### config.mk
export PLATFORM = sky130hd
export DESIGN_NAME = sram_access_ctrl
export DESIGN_NICKNAME = d
export VERILOG_FILES = /design/src/rtl/sram_ctrl_pkg.sv /design/src/rtl/sram_wait_timer.sv /design/src/rtl/sram_access_ctrl.sv
export SDC_FILE = /design/constraint.sdc
export NUM_CORES = 1
export LEC_CHECK = 0
export ABC_AREA = 1
export CAP_MARGIN = 10
export CORE_MARGIN = 4
export CORE_UTILIZATION = 41
export DETAILED_ROUTE_END_ITERATION = 8
export GPL_TIMING_DRIVEN = 0
export PLACE_DENSITY = 0.8
export SYNTH_ARGS = -nofsm -noshare
export SYNTH_HDL_FRONTEND = slang
export SYNTH_HIERARCHICAL = 1
export SYNTH_SLANG_ARGS = --single-unit
### constraint.sdc
create_clock -name CLK -period 2.4 [get_ports CLK]
set_clock_uncertainty 0.15 [all_clocks]
set_input_delay 0.48 -clock CLK [delete_from_list [all_inputs] [get_ports CLK]]
set_output_delay 0.48 -clock CLK [all_outputs]
set_load 0.01 [all_outputs]
### src/rtl/sram_ctrl_pkg.sv
// ---------------------------------------------------------------------------
// sram_ctrl_pkg
// Shared types and constants for the SRAM access sequencer.
// Revision: 1.0
// ---------------------------------------------------------------------------
`default_nettype none

package sram_ctrl_pkg;

  // Access sequencer states
  typedef enum logic [1:0] {
    IDLE   = 2'd0,
    SETUP  = 2'd1,
    ACCESS = 2'd2,
    DONE   = 2'd3
  } state_e;

  // Wait-state counter value (0..15 extra ACCESS cycles)
  typedef logic [3:0] wait_cnt_t;

  localparam int WAIT_STATES_DEFAULT = 1;

endpackage : sram_ctrl_pkg

`default_nettype wire

### src/rtl/sram_wait_timer.sv
// ---------------------------------------------------------------------------
// sram_wait_timer
// Loadable down-counter that times the ACCESS phase of an SRAM cycle.
// Stops at zero and reports zero through zero_o.
// Revision: 1.0
// ---------------------------------------------------------------------------
`default_nettype none

module sram_wait_timer
  import sram_ctrl_pkg::*;
(
  input  logic      clk_i,
  input  logic      rst_ni,
  input  logic      load_i,
  input  wait_cnt_t load_val_i,
  input  logic      dec_i,
  output logic      zero_o
);

  wait_cnt_t cnt_q;
  wait_cnt_t cnt_d;

  // Load has priority over decrement; the count never wraps below zero
  always_comb begin
    cnt_d = cnt_q;
    if (load_i) begin
      cnt_d = load_val_i;
    end else if (dec_i && (cnt_q != '0)) begin
      cnt_d = cnt_q - 4'd1;
    end
  end

  // Counter register
  always_ff @(posedge clk_i or negedge rst_ni) begin
    if (!rst_ni) begin
      cnt_q <= '0;
    end else begin
      cnt_q <= cnt_d;
    end
  end

  assign zero_o = (cnt_q == '0);

endmodule : sram_wait_timer

`default_nettype wire

### src/rtl/sram_access_ctrl.sv
// ---------------------------------------------------------------------------
// sram_access_ctrl
// Single-port asynchronous SRAM access sequencer: one 32-bit word request at
// a time, IDLE -> SETUP -> ACCESS (WAIT_STATES+1 cycles) -> DONE -> IDLE.
// Optional feature macro: SRAM_ENDIAN_SWAP_EN (byte-reverse data and byte
// enables between bus order and SRAM order).
// Revision: 1.0
// ---------------------------------------------------------------------------
`default_nettype none

module sram_access_ctrl
  import sram_ctrl_pkg::*;
#(
  parameter int ADDR_W      = 18,
  parameter int WAIT_STATES = WAIT_STATES_DEFAULT
) (
  input  logic              CLK,
  input  logic              nRST,
  input  logic              req_valid,
  output logic              req_ready,
  input  logic              req_wen,
  input  logic [ADDR_W-1:0] req_addr,
  input  logic [31:0]       req_wdata,
  input  logic [3:0]        req_byte_en,
  output logic              rsp_valid,
  output logic [31:0]       rsp_rdata,
  output logic              sram_ce_n,
  output logic              sram_we_n,
  output logic              sram_oe_n,
  output logic [3:0]        sram_be_n,
  output logic [ADDR_W-3:0] sram_addr,
  output logic [31:0]       sram_wdata,
  output logic              sram_wdata_oe,
  input  logic [31:0]       sram_rdata
);

  localparam wait_cnt_t WAIT_LOAD = wait_cnt_t'(WAIT_STATES);

  state_e state_q, state_d;

  logic              wen_q, wen_d;
  logic [ADDR_W-3:0] addr_q, addr_d;
  logic [31:0]       wdata_q, wdata_d;
  logic [3:0]        be_n_q, be_n_d;
  logic [31:0]       rdata_q, rdata_d;
  logic              ce_n_q, ce_n_d;
  logic              we_n_q, we_n_d;
  logic              oe_n_q, oe_n_d;
  logic              wdata_oe_q, wdata_oe_d;
  logic              rsp_valid_q, rsp_valid_d;

  logic              accept;
  logic              timer_zero;
  logic [31:0]       wdata_sram;
  logic [3:0]        be_n_sram;
  logic [31:0]       rdata_bus;

  // Byte-lane address bits carry no meaning for a word-wide SRAM
  logic unused_addr_lsb;
  assign unused_addr_lsb = ^req_addr[1:0];

  assign req_ready = (state_q == IDLE);
  assign accept    = req_valid && req_ready;

  // Lane mapping between bus byte order and SRAM byte order
`ifdef SRAM_ENDIAN_SWAP_EN
  for (genvar b = 0; b < 4; b++) begin : g_swap
    assign wdata_sram[8*b +: 8] = req_wdata[8*(3-b) +: 8];
    assign be_n_sram[b]         = ~req_byte_en[3-b];
    assign rdata_bus[8*b +: 8]  = sram_rdata[8*(3-b) +: 8];
  end
`else
  assign wdata_sram = req_wdata;
  assign be_n_sram  = ~req_byte_en;
  assign rdata_bus  = sram_rdata;
`endif

  // Loaded during SETUP so it holds WAIT_STATES on the first ACCESS cycle
  sram_wait_timer u_wait_timer (
    .clk_i      (CLK),
    .rst_ni     (nRST),
    .load_i     (state_q == SETUP),
    .load_val_i (WAIT_LOAD),
    .dec_i      (state_q == ACCESS),
    .zero_o     (timer_zero)
  );

  // FSM state register
  always_ff @(posedge CLK or negedge nRST) begin
    if (!nRST) begin
      state_q <= IDLE;
    end else begin
      state_q <= state_d;
    end
  end

  // FSM next-state logic
  always_comb begin
    state_d = state_q;
    unique case (state_q)
      IDLE:    if (accept) state_d = SETUP;
      SETUP:   state_d = ACCESS;
      ACCESS:  if (timer_zero) state_d = DONE;
      DONE:    state_d = IDLE;
      default: state_d = IDLE;
    endcase
  end

  // Request capture, read-data capture and strobes decoded from the next state
  always_comb begin
    wen_d   = wen_q;
    addr_d  = addr_q;
    wdata_d = wdata_q;
    be_n_d  = be_n_q;
    rdata_d = rdata_q;
    if (accept) begin
      wen_d   = req_wen;
      addr_d  = req_addr[ADDR_W-1:2];
      wdata_d = wdata_sram;
      be_n_d  = be_n_sram;
    end
    if ((state_q == ACCESS) && timer_zero && !wen_q) begin
      rdata_d = rdata_bus;
    end
    ce_n_d      = (state_d == IDLE);
    we_n_d      = !((state_d == ACCESS) && wen_d);
    oe_n_d      = !((state_d == ACCESS) && !wen_d);
    wdata_oe_d  = wen_d && (state_d != IDLE);
    rsp_valid_d = (state_d == DONE);
  end

  // Output and datapath registers
  always_ff @(posedge CLK or negedge nRST) begin
    if (!nRST) begin
      wen_q       <= 1'b0;
      addr_q      <= '0;
      wdata_q     <= '0;
      be_n_q      <= 4'hF;
      rdata_q     <= '0;
      ce_n_q      <= 1'b1;
      we_n_q      <= 1'b1;
      oe_n_q      <= 1'b1;
      wdata_oe_q  <= 1'b0;
      rsp_valid_q <= 1'b0;
    end else begin
      wen_q       <= wen_d;
      addr_q      <= addr_d;
      wdata_q     <= wdata_d;
      be_n_q      <= be_n_d;
      rdata_q     <= rdata_d;
      ce_n_q      <= ce_n_d;
      we_n_q      <= we_n_d;
      oe_n_q      <= oe_n_d;
      wdata_oe_q  <= wdata_oe_d;
      rsp_valid_q <= rsp_valid_d;
    end
  end

  assign rsp_valid     = rsp_valid_q;
  assign rsp_rdata     = rdata_q;
  assign sram_ce_n     = ce_n_q;
  assign sram_we_n     = we_n_q;
  assign sram_oe_n     = oe_n_q;
  assign sram_be_n     = be_n_q;
  assign sram_addr     = addr_q;
  assign sram_wdata    = wdata_q;
  assign sram_wdata_oe = wdata_oe_q;

endmodule : sram_access_ctrl

`default_nettype wire

# Word level (Yosys, flattened, before mapping)
# Index checks and enable logic that the tools add are counted.
dict set report op_classes {
  mux 6
  n_addsub 1
  eq_ne 5
  reduce_logical 17
  bitwise 1
}
# op n
set ops {}
lappend ops {{$eq 2x2->1 const B} 4}
lappend ops {{$mux 4} 2}
lappend ops {{$pmux 2 s4} 1}
lappend ops {{$logic_and 1x1->1} 7}
lappend ops {{$logic_not 1->1} 4}
lappend ops {{$logic_not 2->1} 2}
lappend ops {{$logic_not 4->1} 1}
lappend ops {{$mux 2} 2}
lappend ops {{$not 4->4} 1}
lappend ops {{$reduce_bool 2->1} 2}
lappend ops {{$reduce_bool 4->1} 1}
lappend ops {{$sub 4x1->4 const B} 1}
lappend ops {{$eq 2x1->1 const B} 1}
lappend ops {{$mux 1} 1}
dict set report word_totals {
  in_bits 90
  regBits 96
  wordCells 42
  out_inout_bits 90
}

# Longest topological paths before layout
# Gate-level depths: netlist of the first run.
dict set report logic_depth {
  word_depth 7
  ltp_mapped 10
  depth_no_buf 10
}

# Cells and area by module
# Netlist of the first run, hierarchy kept.
# mod area_each_um2 seq_area_each_um2 n_inst cells_each
set modules_own_cells {}
lappend modules_own_cells {sram_access_ctrl 3522.1 2311.0 1 286}
lappend modules_own_cells {sram_wait_timer 295.3 100.1 1 46}

# Worst setup path after synthesis of the first run
# OpenSTA, ideal clock, no wires.
dict set report synth_path {
  kind {reg2reg}
  start {reg state_q[0]}
  end {reg wdata_q[22], in the netlist sram_wdata[22]}
  arrival_ns 1.354
  synth_period_minus_slack_ns 1.629
  path_buffers 2
  path_slack_ns 0.771
  setup_time_ns 0.125
  stages_incl_launch_ff 7
  required_ns 2.125
  path_cell_list {dfrtp_1 -> inv_1 -> ha_1 -> nand2_2 -> buf_6 -> buf_6 -> mux2_4}
}
dict set report synth_between {
  elab_chain_len 2
}
# element line_no
set synth_lines {}
lappend synth_lines {{start, declared} sram_access_ctrl.sv:39} ;# state_e state_q, state_d;
lappend synth_lines {{start signal, assigned} sram_access_ctrl.sv:93} ;# state_q <= state_d;
lappend synth_lines {{$logic_not 2->1} sram_access_ctrl.sv:62} ;# assign req_ready = (state_q == IDLE);
lappend synth_lines {{named net req_ready} sram_access_ctrl.sv:20} ;# output logic req_ready,
lappend synth_lines {{$logic_and 1x1->1} sram_access_ctrl.sv:63} ;# assign accept = req_valid && req_ready;
lappend synth_lines {{end signal, assigned} sram_access_ctrl.sv:148} ;# wdata_q <= wdata_d;
lappend synth_lines {{end, declared} sram_access_ctrl.sv:43} ;# logic [31:0] wdata_q, wdata_d;
# The timed path passes the listed nets, and every way through them passes these cells.
# A chain may end at the register's enable or synchronous reset.

# Worst setup path in the final report of the first run
dict set report layout_path {
  start {reg state_q[0]}
  end {out req_ready}
}
dict set report layout_between {
  elab_chain_len 1
}
# element line_no
set layout_lines {}
lappend layout_lines {{$logic_not 2->1} sram_access_ctrl.sv:62}
lappend layout_lines {{end, declared} sram_access_ctrl.sv:20}
# Every way passes these cells.

==> results of run 1 <==
layout by cell type (no fill, tap or decap), types with 2 or more instances in the layout:
cell             Yosys  routed
dfstp_2              7       7
buf_6                2       2
nand3_1              5       5
o21ai_0             39      39
dfrtp_1             89      89
mux2_2              46      46
nand3b_1             2       2
nand2_1             65      65
conb_1               2       4
clkinvlp_4           0       2
clkbuf_1             5       7
mux2_4               2       2
buf_2                5       5
inv_1               46      46
nor2_1               3       3
clkdlybuf4s50_1      0     176
nand2_2              3       3
ha_1                 5       5
clkbuf_8             0      10
worst paths after layout:
| kind | start | end |
|---|---|---|
| max in group asynchronous | nRST | sram_be_n[3] |
| min in group CLK | rsp_rdata[23] | rsp_rdata[23] |
| setup / recovery | state_q[0] | req_ready |
| setup reg to reg | u_wait_timer/cnt_q[0] | rsp_rdata[5] |
| hold / removal | nRST | rsp_rdata[7] |
| hold reg to reg | rsp_rdata[23] | rsp_rdata[23] |
flip-flops by register name (all words and copies together) (netlist names):
| signal | count |
|---|---|
| wen_q | 1 |
| state_q | 2 |
| sram_be_n | 4 |
| u_wait_timer/cnt_q | 4 |
| sram_ce_n | 1 |
| sram_wdata | 32 |
| rsp_valid | 1 |
| sram_addr | 16 |
| rsp_rdata | 32 |
| sram_oe_n | 1 |
| sram_we_n | 1 |
| sram_wdata_oe | 1 |
per-layer routing:
layer	vias to the layer above	share of wire	track usage
li1	1420	-	-
met1	1414	0.41	0.199
met2	114	0.48	0.277
met3	12	0.096	0.0652
met4	0	0.015	0.0570
met5	-	0	0
synth_stat cells (all sizes together):
master and n:
clkinv 1, nand2 69, clkbuf 5, buf 7
nand3b 2, mux2 48, conb 2, inv 47
nor2 4, a21oi 1, o21ai 39, nand3 6
dfstp 7, ha 5, dfrtp 89
worst max-delay path, stage by stage, from the launching register on:
cell	delay [ns]
dfrtp_1	0.40
inv_1	0.14
ha_1	0.21
clkdlybuf4s50_1	0.55
logic make-up (layout without fill, tap and decap cells):
logic type | Yosys count | count (layout) | synth area share
flip-flops | 96 | 96 | 0.632
multiplexers | 48 | 48 | 0.144
buffers and inverters | 60 | 254 | 0.0646
AND/OR/NAND/NOR | 81 | 81 | 0.0895
adder cells (fa/ha/maj) | 5 | 5 | 0.0164
other | 2 | 4 | 0.00197
AO/OA/AOI/OAI | 40 | 40 | 0.0524
stage by stage:
stage | hold WS, ns | instances | setup WS, ns | setup TNS, ns | area [um2]
after floorplan | 0.0344 | 334 | 0.771 | 0 | 3820
after global placement | 0.315 | 619 | -2.80 | -260.16 | 5730
after detailed placement | 0.323 | 620 | 0.433 | 0 | 5760
after CTS | 0.0215 | 636 | 0.106 | 0 | 5960
after global routing | 0.0423 | 636 | 0.0393 | 0 | 5960
final | 0.0126 | 636 | 0.128 | 0 | 5960
where the power goes:
| group | internal (mW) | switching [mW] |
|---|---|---|
| combinational | 2.15 | 1.54 |
| clock | 0.514 | 0.543 |
| sequential | 2.47 | 0.414 |
| total | 5.14 | 2.50 |
area by class of cell:
cell class	instances	area (um2)	share of cell area
buffer	12	66.3	0.0111
sequential	96	2410	0.405
multi-input combinational	178	1170	0.196
clock inverter	4	53.8	0.00903
tap	108	135	0.0227
timing repair buffer	178	1800	0.302
clock buffer	12	145	0.0244
inverter	48	180	0.0303
==> summary.md, run 1 <==
| Metric | Value |
|---|---|
| CP Capture Type | `primary output` |
| Power Dens Cells | `1280 nW/um2` |
| Final worst path period need | `2.27 ns` |
| Post-cts resize count | `0` |
| Cell leakage power | `2.76 nW` |
| Reg clk slew, reported paths | `0.09 ns` |
| Synth top area share | `0.583` |
| Fill cells | `692` |
| Max cap viols | `0` |
| Worst slew margin | `0.567` |
| Synth area leaders | `dfrtp_1 58%, mux2_2 14%, nand2_1 6.4%, o21ai_0 5.1%, dfstp_2 4.8%` |
| CTS tree | `done` |
| Crit Path Category | `reg2out` |
| Yosys reg bits | `96` |
| Distinct cells, synth | `22` |
| Antenna diodes | `0` |
| Clock Path Buffers | `2` |
| Clock latency on the worst-skew pair | `0.34 ns` |
| Routed wire per std cell | `14.4 um` |
| Global-route wire length before repair | `14,800 um` |
| YS warnings | `6` |
| Worst Tran Pin Value | `0.649 ns` |
| FMAX | `440 MHz` |
| RSZ-0062 raised after global routing | `false` |
| Nets | `618` |
| Status | `completed` |
| Pwr Total | `7.63 mW` |
| Pin count of the biggest net entering global routing | `50` |
| Vias in the first global route | `3,054` |
| GPL Wtd Cong | `0.773` |
| DRT iter0 DRCs | `89` |
| Site Rows | `34` |
| Tot GR Track Use | `0.167` |
| Area growth, synth to finish | `56.0%` |
| Initial Utilization | `0.429` |
| Final WL | `9180 um` |
| Total CTS buffers | `9` |
| Drt first pass iters | `4` |
| Grt ovf | `0` |
| Number of I/O pins | `180` |
| Final setup viols | `0` |
| Critical Path AT | `1.64 ns` |
| Initial antenna violation count | `0` |
| Full die area | `10,900 um2` |
| Vias | `2,960` |
| Syn Area/Cell | `11.5 um2` |
| Register area share after synthesis | `0.632` |
| H-tree depth | `3` |
| Final hold vios | `0` |
| Period utilization | `0.946` |
| Mapped Cells | `332` |
| Final Max Tran Viols | `0` |
| Hold Path Class | `in2async` |
| Core ar. | `8890 um2` |
| Detail Route Antenna Nets | `0` |
| Post-DP HPWL | `7070 um` |
| R2R cell count | `8` |
| Port Buf Inserts | `177` |
| Post-Syn Area | `3820 um2` |
| Hold Buf Count CTS | `0` |
| Worst Path Required | `1.77 ns` |
| Setup Buffers After CTS | `0` |
| Chip height | `104 um` |
| Yosys top cell by area | `dfrtp_1` |
| CTS sink cnt | `96` |
| R2R Setup Slk | `0.57 ns` |
| Die Span X | `104 um` |
| Share of cells above drive strength 1 | `0.161` |
| Critical Path Start Type | `register` |
| Post-route DRC | `0` |
| Critical path peak fanout | `5` |
| Finished Core Util | `0.670` |
| Worst IR Drop VDD | `0.651 mV` |
| CTS root buf | `clkbuf_8` |
| Vias/cell | `4.65` |
No activity file was read; power rests on OpenSTA's default activity.
==> run 2: changes to the inputs <==
--- a/config.mk
+++ b/config.mk
@@ -11,8 +11,7 @@
 export CORE_UTILIZATION = 41
 export DETAILED_ROUTE_END_ITERATION = 8
 export GPL_TIMING_DRIVEN = 0
-export PLACE_DENSITY = 0.8
+export PLACE_DENSITY = 0.79
 export SYNTH_ARGS = -nofsm -noshare
 export SYNTH_HDL_FRONTEND = slang
-export SYNTH_HIERARCHICAL = 1
 export SYNTH_SLANG_ARGS = --single-unit
==> run 2 against run 1 <==
Compared with the run above: maximum frequency shrank 0.87%; sequential share of layout area shrank 1.0 points; count of clock-buffer cells in the layout is the same; wire length shrank 1.0%; critical path depth is the same; non-clock buffer count grew 1; power grew 2.3%; combinational power grew 4%; critical path type unchanged.
==> summary.md, run 2 <==
| Metric | Value |
|---|---|
| Post-synth ARST share | `1.00 (unchanged)` |
| Synth Area in Simple Gates | `0.0716 (-0.0179)` |
| Switching portion of total power | `0.328 (+0.000415)` |
| P_sw | `2.56 mW (+2.4%)` |
| XOR/XNOR Fraction of Synth Area | `0.00223 (+0.00223)` |
| Final hold vios | `0 (unchanged)` |
| CP Capture Type | `primary output` |
| Vias | `2,870 (-3.0%)` |
| Post-layout worst setup margin | `0.108 ns (-0.0200 ns)` |
| Final worst path period need | `2.29 ns (+0.0200 ns)` |
| Critical Path AT | `1.66 ns (+0.02 ns)` |
| Cell leakage power | `2.80 nW (+1.2%)` |
| Syn Nets | `412` |
| Global-route wire length before repair | `14,600 um (-1.8%)` |
| Post-Syn Area | `3930 um2 (+3.0%)` |
| Synth area leaders | `dfrtp_1 57%, mux2_2 13%, o21ai_2 7.1%, nand2_1 5.2%, dfstp_2 4.7%` |
| Synth Area in Compound Gates | `0.0840 (+0.0315)` |
| Full die area | `11,200 um2 (+2.8%)` |
| Critical Path Start Type | `register` |
| RSZ-0062 raised after global routing | `false` |
| Antenna diodes | `0 (unchanged)` |
| DRT iter0 DRCs | `71 (-20%)` |
| Cell Int Power | `5.25 mW (+2.2%)` |
| Status | `completed` |
| Logic pwr share | `0.492 (+0.009)` |
| Worst path cell trace | `inv_1 > ha_1 > clkdlybuf4s50_1` |
| Yosys top cell by area | `dfrtp_1` |
| Largest stage delay, worst path | `0.56 ns (about the same)` |
| YS warnings | `0 (-6)` |
| Clock latency on the worst-skew pair | `0.35 ns (about the same)` |
| Syn Area/Cell | `12.4 um2 (+8.3%)` |
| Chip height | `106 um (+1.4%)` |
| Most numerous cell in the Yosys netlist | `dfrtp_1` |
| Post-DP HPWL | `6940 um (-1.9%)` |
| Distinct cells, synth | `20 (-9.1%)` |
| Synth top area share | `0.566 (-0.0173)` |
| H-tree depth | `3 (unchanged)` |
| Post-cts resize count | `0 (unchanged)` |
| Hold Buf Count CTS | `1 (+1)` |
| Grt ovf | `0 (unchanged)` |
| Port Buf Inserts | `177 (unchanged)` |
| CTS root buf | `clkbuf_8` |
| Detail Route Antenna Nets | `0 (unchanged)` |
| Most common cell after layout, fill and taps aside | `clkdlybuf4s50_1` |
| Tot GR Track Use | `0.164 (-0.00374)` |
| Final setup viols | `0 (unchanged)` |
| Clock Path Buffers | `2 (unchanged)` |
| Commonest register cell after synthesis | `dfrtp_1` |
| CTS tree | `done` |
| Worst Path Required | `1.77 ns (about the same)` |
| Routed wire per std cell | `14.2 um (-1.7%)` |
| Critical Path Start | `state_q[0]` |
| Nets | `602 (-2.6%)` |
| Number of I/O pins | `180 (unchanged)` |
| Pin count of the biggest net entering global routing | `58 (+16%)` |
| HP Start | `rsp_rdata[13]` |
| Initial Utilization | `0.424 (-0.00564)` |
| Final Max Tran Viols | `0 (unchanged)` |
| Adder-cell share of the synthesized area | `0.0191 (+0.00270)` |
| Vias/cell | `4.48 (-3.6%)` |
| Drt first pass iters | `4 (unchanged)` |
| Final WL | `9090 um (-1.0%)` |
| Max cap viols | `0 (unchanged)` |
| Place WS | `0.395 ns (-0.0381 ns)` |
| Worst Tran Pin Value | `0.537 ns (-0.112 ns)` |
| Initial antenna violation count | `0 (unchanged)` |
| Most frequent cells in the layout | `176 x clkdlybuf4s50_1, 89 x dfrtp_1, 55 x nand2_1, 46 x mux2_2, 45 x inv_1` |
| Vias in the first global route | `3,016 (-1.2%)` |
| Post-route DRC | `0 (unchanged)` |
| Mapped Cells | `316 (-4.8%)` |
| Mux cell area share after synthesis | `0.139 (-0.00425)` |
| Die Span X | `106 um (+1.4%)` |
| Site Rows | `35 (+2.9%)` |
| Sequential share of power | `0.369 (-0.009)` |
| Power Dens Cells | `1280 nW/um2 (-0.29%)` |
| Post-synth top cells | `89 x dfrtp_1, 55 x nand2_1, 46 x mux2_2, 45 x inv_1, 32 x o21ai_2` |
| Largest family of logic cells by synthesized area | `multiplexers` |
| Worst IR Drop VDD | `0.556 mV (-15%)` |
| Yosys reg bits | `96 (unchanged)` |
| Crit Path Category | `reg2out` |
| Worst slew margin | `0.642 (+0.0745)` |
| Period utilization | `0.955 (+0.00832)` |
| Max stage delay cell, worst path | `clkdlybuf4s50_1` |
| Area growth, synth to finish | `55.3%` |
| FMAX | `436 MHz (-0.87%)` |
| CTS sink cnt | `96 (unchanged)` |
| Setup Buffers After CTS | `0 (unchanged)` |
| Reg clk slew, reported paths | `0.09 ns (about the same)` |
| Register area share after synthesis | `0.613 (-0.0187)` |
| Share of cells above drive strength 1 | `0.233 (+0.0719)` |
| Worst r2r src | `state_q[0]` |
| Post-synth EDFFs | `0 (unchanged)` |
| Total CTS buffers | `9 (unchanged)` |
| Pwr Total | `7.81 mW (+2.3%)` |
| Critical path peak fanout | `5 (unchanged)` |
| Hold Path Class | `reg2reg` |
| Core ar. | `9280 um2 (+4.4%)` |
| GPL Wtd Cong | `0.784 (+1.4%)` |
| Clock share of power | `0.139 (about the same)` |
run 2: cell families (layout without fill, tap and decap cells):
| family | Yosys count | after routing |
|---|---|---|
| fa+ha+maj | 6 | 6 |
| mux | 48 | 48 |
| flops | 96 | 96 |
| buf+inv | 57 | 252 |
| simple gates | 66 | 66 |
| xor+xnor | 1 | 1 |
| compound gates | 42 | 42 |
run 2: power by group through the flow:
stage | registers (mW) | clock network (mW) | logic, mW
floorplan | 3.26 | 0 | 1.45
global placement | 2.87 | 0 | 3.80
detailed placement | 2.92 | 0 | 3.88
CTS | 2.89 | 1.13 | 3.90
global route | 2.98 | 1.20 | 4.14
finish | 2.88 | 1.09 | 3.84
run 2: critical path, delay by kind of cell (launching register included):
family,cells,cell delay (ns)
fa+ha+maj,1,0.21
flops,1,0.40
buf+inv,2,0.70
run 2: path summary, 6_finish.rpt:
check                           endpoint  slack (ns)  cells after the start
setup / recovery               req_ready        0.11                      3
hold / removal             rsp_rdata[13]        0.34                      2
setup reg to reg           sram_addr[15]        0.66                      5
hold reg to reg            rsp_rdata[13]        0.34                      2
max in group asynchronous      sram_ce_n        0.89                      3
min in group asynchronous   rsp_rdata[9]        0.51                      2
run 2: layout make-up:
cell class / count / area [um2]
timing repair buffer: 179 / 1810
tap: 129 / 161
multi-input combinational: 163 / 1240
inverter: 45 / 169
sequential: 96 / 2410
fill: 727 / 3170
clock buffer: 12 / 155
clock inverter: 4 / 52.6
buffer: 12 / 110
run 2: per-layer routing:
| metal | part of all wire | routed length (um) | up-vias | global-route usage |
|---|---|---|---|---|
| met1 | 0.40 | 3600 | 1372 | 0.196 |
| met2 | 0.50 | 4530 | 109 | 0.276 |
| met5 | 0 | 0 | - | 0 |
| met3 | 0.094 | 854 | 11 | 0.0625 |
| met4 | 0.012 | 106 | 0 | 0.0472 |
| li1 | - | - | 1378 | - |
run 2: stage by stage:
step / utilization / TNS [ns] / instance area (um2) / std cells / hold slack [ns]
after floorplan: - / 0 / 3930 / 316 / 0.0344
after global placement: 0.632 / -264.60 / 5870 / 622 / 0.315
after detailed placement: 0.635 / 0 / 5890 / 623 / 0.320
after CTS: 0.658 / 0 / 6110 / 640 / 0.341
after global routing: 0.658 / 0 / 6110 / 640 / 0.344
final: 0.658 / 0 / 6110 / 640 / 0.337
==> run 3: changes to the inputs <==
--- a/config.mk
+++ b/config.mk
@@ -7,6 +7,7 @@
 export LEC_CHECK = 0
 export ABC_AREA = 1
 export CAP_MARGIN = 10
+export CORE_ASPECT_RATIO = 1.5
 export CORE_MARGIN = 4
 export CORE_UTILIZATION = 41
 export DETAILED_ROUTE_END_ITERATION = 8
==> run 3 against run 2 <==
Compared with the run above: the run now ends with negative hold slack left; sequential cell count did not move; count of clock-buffer cells in the layout fell by 3; non-clock buffer count fell by 1; hold slack got worse by 0.35 ns; global-route usage rose by 2.2 points; core utilization rose by 0.69 points; wire length rose by 10%; first-iteration DRC count rose by 24%.
==> summary.md, run 3 (synthesis results as in run 2) <==
| Metric | Value |
|---|---|
| Status | `finished, violations left` |
| Failing checks | `negative hold slack` |
| Site Rows | `43 (+23%)` |
| Max cap viols | `0 (unchanged)` |
| Post-Place Cells | `606 (-2.7%)` |
| Final WL | `10,000 um (+10%)` |
| Design Area, Final | `6190 um2 (+1.3%)` |
| Vias in the first global route | `3,235 (+7.3%)` |
| Nets | `601 (-0.17%)` |
| Post-layout worst setup margin | `0.0955 ns (-0.0130 ns)` |
| Sequential cell area | `2410 um2 (unchanged)` |
| Chip height | `128 um (+21%)` |
| Area growth, synth to finish | `57.3%` |
| Highest Signal Layer | `met4` |
| Post-Route M1 WL | `3320 um (-7.9%)` |
| Post-cts resize count | `0 (unchanged)` |
| CTS sink cnt | `96 (unchanged)` |
| Clock latency on the worst-skew pair | `0.34 ns (about the same)` |
| Post-DP Area | `5870 um2 (-0.36%)` |
| Worst Tran Pin Value | `0.590 ns (+0.0529 ns)` |
| Final hold vios | `10 (+10)` |
| Critical path destination | `req_ready` |
| Cell leakage power | `2.84 nW (+1.5%)` |
| Port Buf Inserts | `177 (unchanged)` |
| CTS root buf | `clkbuf_16` |
| Period utilization | `0.960 (+0.00542)` |
| Final Max Tran Viols | `0 (unchanged)` |
| Final worst path period need | `2.30 ns (+0.0130 ns)` |
| Worst Path Required | `1.77 ns (about the same)` |
| Most common cell after layout, fill and taps aside | `clkdlybuf4s50_1` |
| Post-DP HPWL | `7850 um (+13%)` |
| CP Capture Type | `primary output` |
| Drt first pass iters | `4 (unchanged)` |
| Full die area | `11,300 um2 (+0.29%)` |
| DRT iter0 DRCs | `88 (+24%)` |
| RSZ-0062 raised after global routing | `false` |
| Met2 WL | `5690 um (+26%)` |
| Worst IR Drop VDD | `0.885 mV (+59%)` |
| Multi-input gate area | `1240 um2 (unchanged)` |
| GPL Wtd Cong | `0.754 (-3.8%)` |
| Core ar. | `9310 um2 (+0.26%)` |
| Vias | `2,925 (+1.9%)` |
| Setup TNS | `0 ns (unchanged)` |
| Hold Path Class | `in2async` |
| Worst slew margin | `0.607 (-0.0353)` |
| Crit Path Category | `reg2out` |
| Post-route DRC | `0 (unchanged)` |
| Worst r2r dst | `sram_addr[4]` |
| Critical Path AT | `1.67 ns (about the same)` |
| R2R Setup Slk | `0.68 ns (+0.02 ns)` |
| Most frequent cells in the layout | `176 x clkdlybuf4s50_1, 89 x dfrtp_1, 55 x nand2_1, 46 x mux2_2, 45 x inv_1` |
| Antenna diodes | `0 (unchanged)` |
| Layout Cells excl Fill | `622 (-2.8%)` |
| Global-route wire length before repair | `15,800 um (+8.5%)` |
| Vias/cell | `4.70 (+4.9%)` |
| Initial Utilization | `0.423 (-0.00108)` |
| Die Span X | `88.0 um (-17%)` |
| Grt ovf | `0 (unchanged)` |
| Power Dens Cells | `1340 nW/um2 (+4.9%)` |
| Critical path peak fanout | `5 (unchanged)` |
| Place WS | `0.438 ns (+0.0434 ns)` |
| Fill cells | `707 (-2.8%)` |
| Number of I/O pins | `180 (unchanged)` |
| Worst r2r src | `state_q[0]` |
| Hold_ws | `-0.00969 ns (-0.347 ns)` |
| Initial antenna violation count | `0 (unchanged)` |
| CTS tree | `done` |
| Final setup viols | `0 (unchanged)` |
| Reg clk slew, reported paths | `0.07 ns (-0.02 ns)` |
| Hold Buf Count CTS | `0 (-1)` |
| Setup Buffers After CTS | `0 (unchanged)` |
| Share of cells above drive strength 1 | `0.235 (+0.00242)` |
| Detail Route Antenna Nets | `0 (unchanged)` |
| Pin count of the biggest net entering global routing | `53 (-8.6%)` |
| Finished Core Util | `0.665 (+0.00692)` |
| Routed wire per std cell | `16.1 um (+13%)` |
| Critical Path Start Type | `register` |
| Critical Path Start | `state_q[0]` |
| Total CTS buffers | `9 (unchanged)` |
| Clock Path Buffers | `2 (unchanged)` |
| Routed wl met3 | `563 um (-34%)` |
| Tot GR Track Use | `0.186 (+0.0224)` |
| H-tree depth | `3 (unchanged)` |
| FMAX | `434 MHz (-0.56%)` |
| R2R cell count | `5 (unchanged)` |
==> run 3: worst min path at each step <==
| stage | startpoint | to | slack, ns | cells past startpoint |
|---|---|---|---|---|
| 2_1_floorplan | nRST | rsp_rdata[0] | 0.03 | 0 |
| 5_1_grt | nRST | sram_addr[0] | 0.03 | 1 |
| 3_3_place_gp | rsp_rdata[16] | rsp_rdata[16] | 0.32 | 2 |
| 3_5_place_dp | rsp_rdata[14] | rsp_rdata[14] | 0.32 | 2 |
| 6_report | nRST | sram_addr[0] | -0.01 | 1 |
| 4_1_cts | nRST | sram_addr[9] | 0.001 | 1 |
==> run 3: per-stage QoR <==
step / power, mW / hold WS (ns)
global placement: 6.70 / 0.316
CTS: 8.42 / 0.00110
global route: 8.82 / 0.0273
finish: 8.30 / -0.00969
floorplan: 4.71 / 0.0344
detailed placement: 6.86 / 0.317
==> run 3: cell type report <==
class,count,share of cell area
clock inverters,7,0.0152
clock buffers,9,0.0364
repair buffers,178,0.290
plain buffers,12,0.0178
well taps,112,0.0226
flip-flops and latches,96,0.390
multi-input cells,163,0.201
inverters,45,0.0273
==> run 3: report_power, final <==
| part | internal (mW) | total, mW | switching (mW) |
|---|---|---|---|
| sequential | 2.48 | 2.88 | 0.407 |
| combinational | 2.24 | 3.89 | 1.66 |
| clock | 0.912 | 1.52 | 0.607 |
| total | 5.62 | 8.30 | 2.67 |
==> run 3: layer usage <==
| metal | vias to the layer above | GRT usage |
|---|---|---|
| met5 | - | 0 |
| met4 | 0 | 0.109 |
| met3 | 27 | 0.0405 |
| met2 | 101 | 0.335 |
| met1 | 1411 | 0.192 |
| li1 | 1386 | - |
==> run 3: worst max-delay path: stages (launching register included) <==
cell and delay [ns]:
dfrtp_1 0.39, inv_1 0.15, ha_1 0.23, clkdlybuf4s50_1 0.57
==> variant 1 (flow settings as in run 1) <==
Encoding of `state_e`: now one-hot (4 bits for 4 states).
--- a/src/rtl/sram_ctrl_pkg.sv
+++ b/src/rtl/sram_ctrl_pkg.sv
@@ -9,9 +9,9 @@
 
   // Access sequencer states
-  typedef enum logic [1:0] {
-    IDLE   = 2'd0,
-    SETUP  = 2'd1,
-    ACCESS = 2'd2,
-    DONE   = 2'd3
+  typedef enum logic [3:0] {
+    IDLE   = 4'b0001,
+    SETUP  = 4'b0010,
+    ACCESS = 4'b0100,
+    DONE   = 4'b1000
   } state_e;
 
Behaviour: same outputs for any inputs over 10 cycles, from zero or initial values and one cycle with nRST low; not proved beyond that.
==> variant 1 against run 1 <==
- sequential cell count grew 2
- first-iteration DRC count grew 24%
- clock power shrank 8%
- worst setup slack gained 190 ps
- power shrank 6.5%
- wire length grew 18%
- area after synthesis grew 4.0%
- design area grew 2.9%
- largest cell class unchanged
- largest power group unchanged
==> variant 1: results (changes against run 1) <==
grt_pass1_vias: 3653  # +20%
avgRoutedWirePerCell_um: 14.1  # -2.6%
cp_max_fo: 2  # -3
seq-cell-share_pct: 40.2  # -0.31 points
placed_cell_area_um2: 5940  # +3.1%
r2r_setup_slack_ps: 600  # +30 ps
leakagePower_nw: 2.92  # +5.8%
worstPathArrival_ps: 1460  # -180 ps
worst-path-buf-inv: 1  # -1
slowest_delay_ps: 580  # +30 ps
via_count: 3544  # +20%
ir_worst_vdd_v: 0.000590  # -9.3%
comb.multi_input.count: 312  # +75%
synth_mux_area_share_pct: 0  # -14 points
synthTopCellsByArea: "dfrtp_1 57%, nand2_1 23%, dfstp_2 5.3%"
power_switching_mw: 2.58  # +3.4%
wl_met2_mm: 5.20  # +19%
yosysSeqAreaShare_pct: 62.0  # -1.2 points
track_usage_pct: 19.7  # +2.9 points
nets: 729  # +18%
finish.utilization_pct: 65.7  # -1.3 points
grt_max_degree: 51  # +2.0%
dp_hpwl_mm: 8.33  # +18%
met2_usage_pct: 33.8  # +6.2 points
syn_avg_cell_area_um2: 8.90  # -23%
nonClkBufAreaFrac_pct: 32.0  # +0.77 points
wl_met1_mm: 4.37  # +16%
n_all_inverters: 18  # -63%
clockBufferCount: 11  # -1
worst_pin_slew_ps: 632  # -17.2 ps
wl_mm: 10.9  # +18%
seq_cell_count: 98  # +2.1%
drtIter0Drc: 110  # +24%
multi_input_area_um2: 1290  # +11%
hold_class: "reg2reg"
cp-startpoint: "sram_be_n[0]"
status: "finished, final reports clean"
layout.area.seq_um2: 2460  # +2.1%
drive_gt1_share_pct: 9.02  # -7.1 points
area_growth_pct: 54.3
synth_adder_area_share_pct: 0.315  # -1.3 points
clkCellAreaFrac_pct: 2.94  # -0.40 points
place_congestion: 0.815  # +5.4%
==> variant 1: changes by cell type after synthesis, moves of 4 or more <==
cell / before / now
nor2_1: 3 / 9
ha_1: 5 / 1
nand3_1: 5 / 36
buf_6: 2 / 6
nand2_1: 65 / 241
buf_4: 0 / 7
mux2_2: 46 / 0
o21ai_0: 39 / 7
inv_1: 46 / 12
==> variant 1: repair_timing <==
item,in CTS,in global routing
hold buffers,1,0
endpoints found under the setup margin,0,1
gates resized for setup,0,1
endpoints found under the hold margin,1,0
==> variant 1: power by group through the flow <==
stage / combinational, mW / sequential, mW / clock, mW
detailed placement: 3.40 / 2.82 / 0
global placement: 3.31 / 2.78 / 0
floorplan: 1.22 / 3.10 / 0
global route: 3.71 / 2.90 / 1.08
CTS: 3.42 / 2.81 / 1.02
finish: 3.36 / 2.80 / 0.979
==> variant 2 (config.mk and constraints of run 1) <==
Without the edit above. Change the parameter `ADDR_W` from 18 to 16.
--- a/src/rtl/sram_access_ctrl.sv
+++ b/src/rtl/sram_access_ctrl.sv
@@ -12,5 +12,5 @@
   import sram_ctrl_pkg::*;
 #(
-  parameter int ADDR_W      = 18,
+  parameter int ADDR_W      = 16,
   parameter int WAIT_STATES = WAIT_STATES_DEFAULT
 ) (
Ports: changed (resized req_addr and sram_addr); port bits go from 180 to 176. The function was not compared with the original's and may differ.
==> variant 2 against run 1 <==
- the run now ends with negative hold slack left
- sequential cell count down 2
- worst setup slack better by 5.2 ps
- wire length down 0.93%
- power down 0.51%
- design area down 0.71%
- utilization down 2.4 points
- sequential power down 2%
- area after synthesis up 0.33%
- die area up 0.31%
- global-route usage about the same
- critical endpoint unchanged
==> variant 2: results (changes against run 1) <==
status: "finished with violations"
failed_checks: "negative hold slack"
grt_use_met1_pct: 18.2  # -1.7 points
whs_ps: -5.13  # -17.7 ps
grt_pass1_wl_mm: 14.8  # -0.42%
hold_viol_final: 8  # +8
synth_mux_area_share_pct: 15.7  # +1.3 points
critPathSlowestCell: "clkdlybuf4s50_1"
avgRoutedWirePerCell_um: 14.4  # -0.14%
synthTopCellsByCount: "87 x dfrtp_1, 66 x nand2_1, 46 x inv_1, 39 x o21ai_0, 24 x mux2_2"
place_congestion: 0.746  # -3.4%
track_usage_pct: 16.7  # -0.042 points
clock.fmax_mhz: 441  # +0.23%
hold_class: "in2async"
dp_hpwl_mm: 7.07  # about the same
slowest_delay_ps: 570  # +20 ps
fillers: 727  # +5.1%
reg2reg_to: "rsp_rdata[10]"
nets: 608  # -1.6%
met2_usage_pct: 29.9  # +2.2 points
grt_use_met3_pct: 6.11  # -0.40 points
cp-endpoint: "req_ready"
synth_flop_cell: "dfrtp_1"
clkTransAtPathRegs_ps: 110  # +20 ps
dieArea_um2: 11000  # +0.31%
drtIter0Drc: 79  # -11%
cts-root-buf: "clkbuf_8"
grt_max_degree: 54  # +8.0%
yosysUniqueCellTypes: 22  # unchanged
yosysWarnings: 6  # unchanged
worstPathArrival_ps: 1640  # about the same
synth_adder_area_share_pct: 1.63  # -0.0054 points
worst_pin_slew_ps: 666  # +16.6 ps
synthTopCellsByArea: "dfrtp_1 57%, mux2_4 8.6%, mux2_2 7.1%"
synth_compound_area_share_pct: 5.23  # -0.017 points
preCtsSetupSlack_ps: 420  # -12.6 ps
ir_worst_vdd_v: 0.000532  # -18%
port_buffers: 173  # -2.3%
postCtsSetupRepairBufs: 0  # unchanged
antenna_found_initial: 0  # unchanged
yosysSeqAreaShare_pct: 61.6  # -1.5 points
leakagePower_nw: 2.82  # +2.0%
via_count: 2904  # -1.9%
cts_buffer_depth: 2  # unchanged
grt_pass1_vias: 3138  # +2.8%
drive_gt1_share_pct: 16.2  # +0.055 points
## variant 2: changes by cell type after synthesis, sizes merged
cell	before	now
dfrtp	89	87
mux2	48	46
## variant 2: worst min path at each step
stage	depth (start not counted)	start	end	slack [ps]
6_report	1	nRST	sram_wdata[2]	-5
2_1_floorplan	0	nRST	rsp_rdata[0]	30
3_5_place_dp	2	rsp_rdata[26]	rsp_rdata[26]	320
4_1_cts	1	nRST	sram_wdata[2]	20
5_1_grt	1	nRST	sram_wdata[2]	40
3_3_place_gp	2	rsp_rdata[31]	rsp_rdata[31]	320
## variant 2: area by class of cell
cell class / count / area, µm² / area share [%]
repair buffers: 174 / 1750 / 29.6
multi-input cells: 176 / 1220 / 20.6
flip-flops and latches: 94 / 2360 / 39.9
plain buffers: 12 / 78.8 / 1.33
clock buffers: 10 / 138 / 2.33
clock inverters: 6 / 50.0 / 0.846
well taps: 111 / 139 / 2.35
inverters: 48 / 180 / 3.05
## variant 2: per-layer routing
metal	vias up	part of all wire, %
li1	1399	-
met1	1366	38
met2	121	51
met3	18	8.2
met4	0	2.2
met5	-	0
## variant 2: per-stage QoR
stage	cell area (µm²)	hold WS [ps]	total power, mW	instances
after floorplan	3840	34.4	4.61	330
after global placement	5710	317	6.53	614
after detailed placement	5730	322	6.67	615
after CTS	5910	18.5	7.70	631
after global routing	5910	38.7	8.15	631
final	5910	-5.13	7.60	631
## variant 2: logic make-up (layout without fill, tap and decap cells)
logic type	after synthesis	in the layout
AOI/OAI and AO/OA	40	40
adders and majority gates	5	5
buffers and inverters	60	250
DFF	94	94
other	2	4
muxes	46	46
and+or+nand+nor	81	81
## variant 2: report_power, final
part           internal [mW]  switching (mW)  leakage, nW
clock                  0.422           0.576       0.0956
sequential              2.42           0.417         1.10
combinational           2.22            1.54         1.62
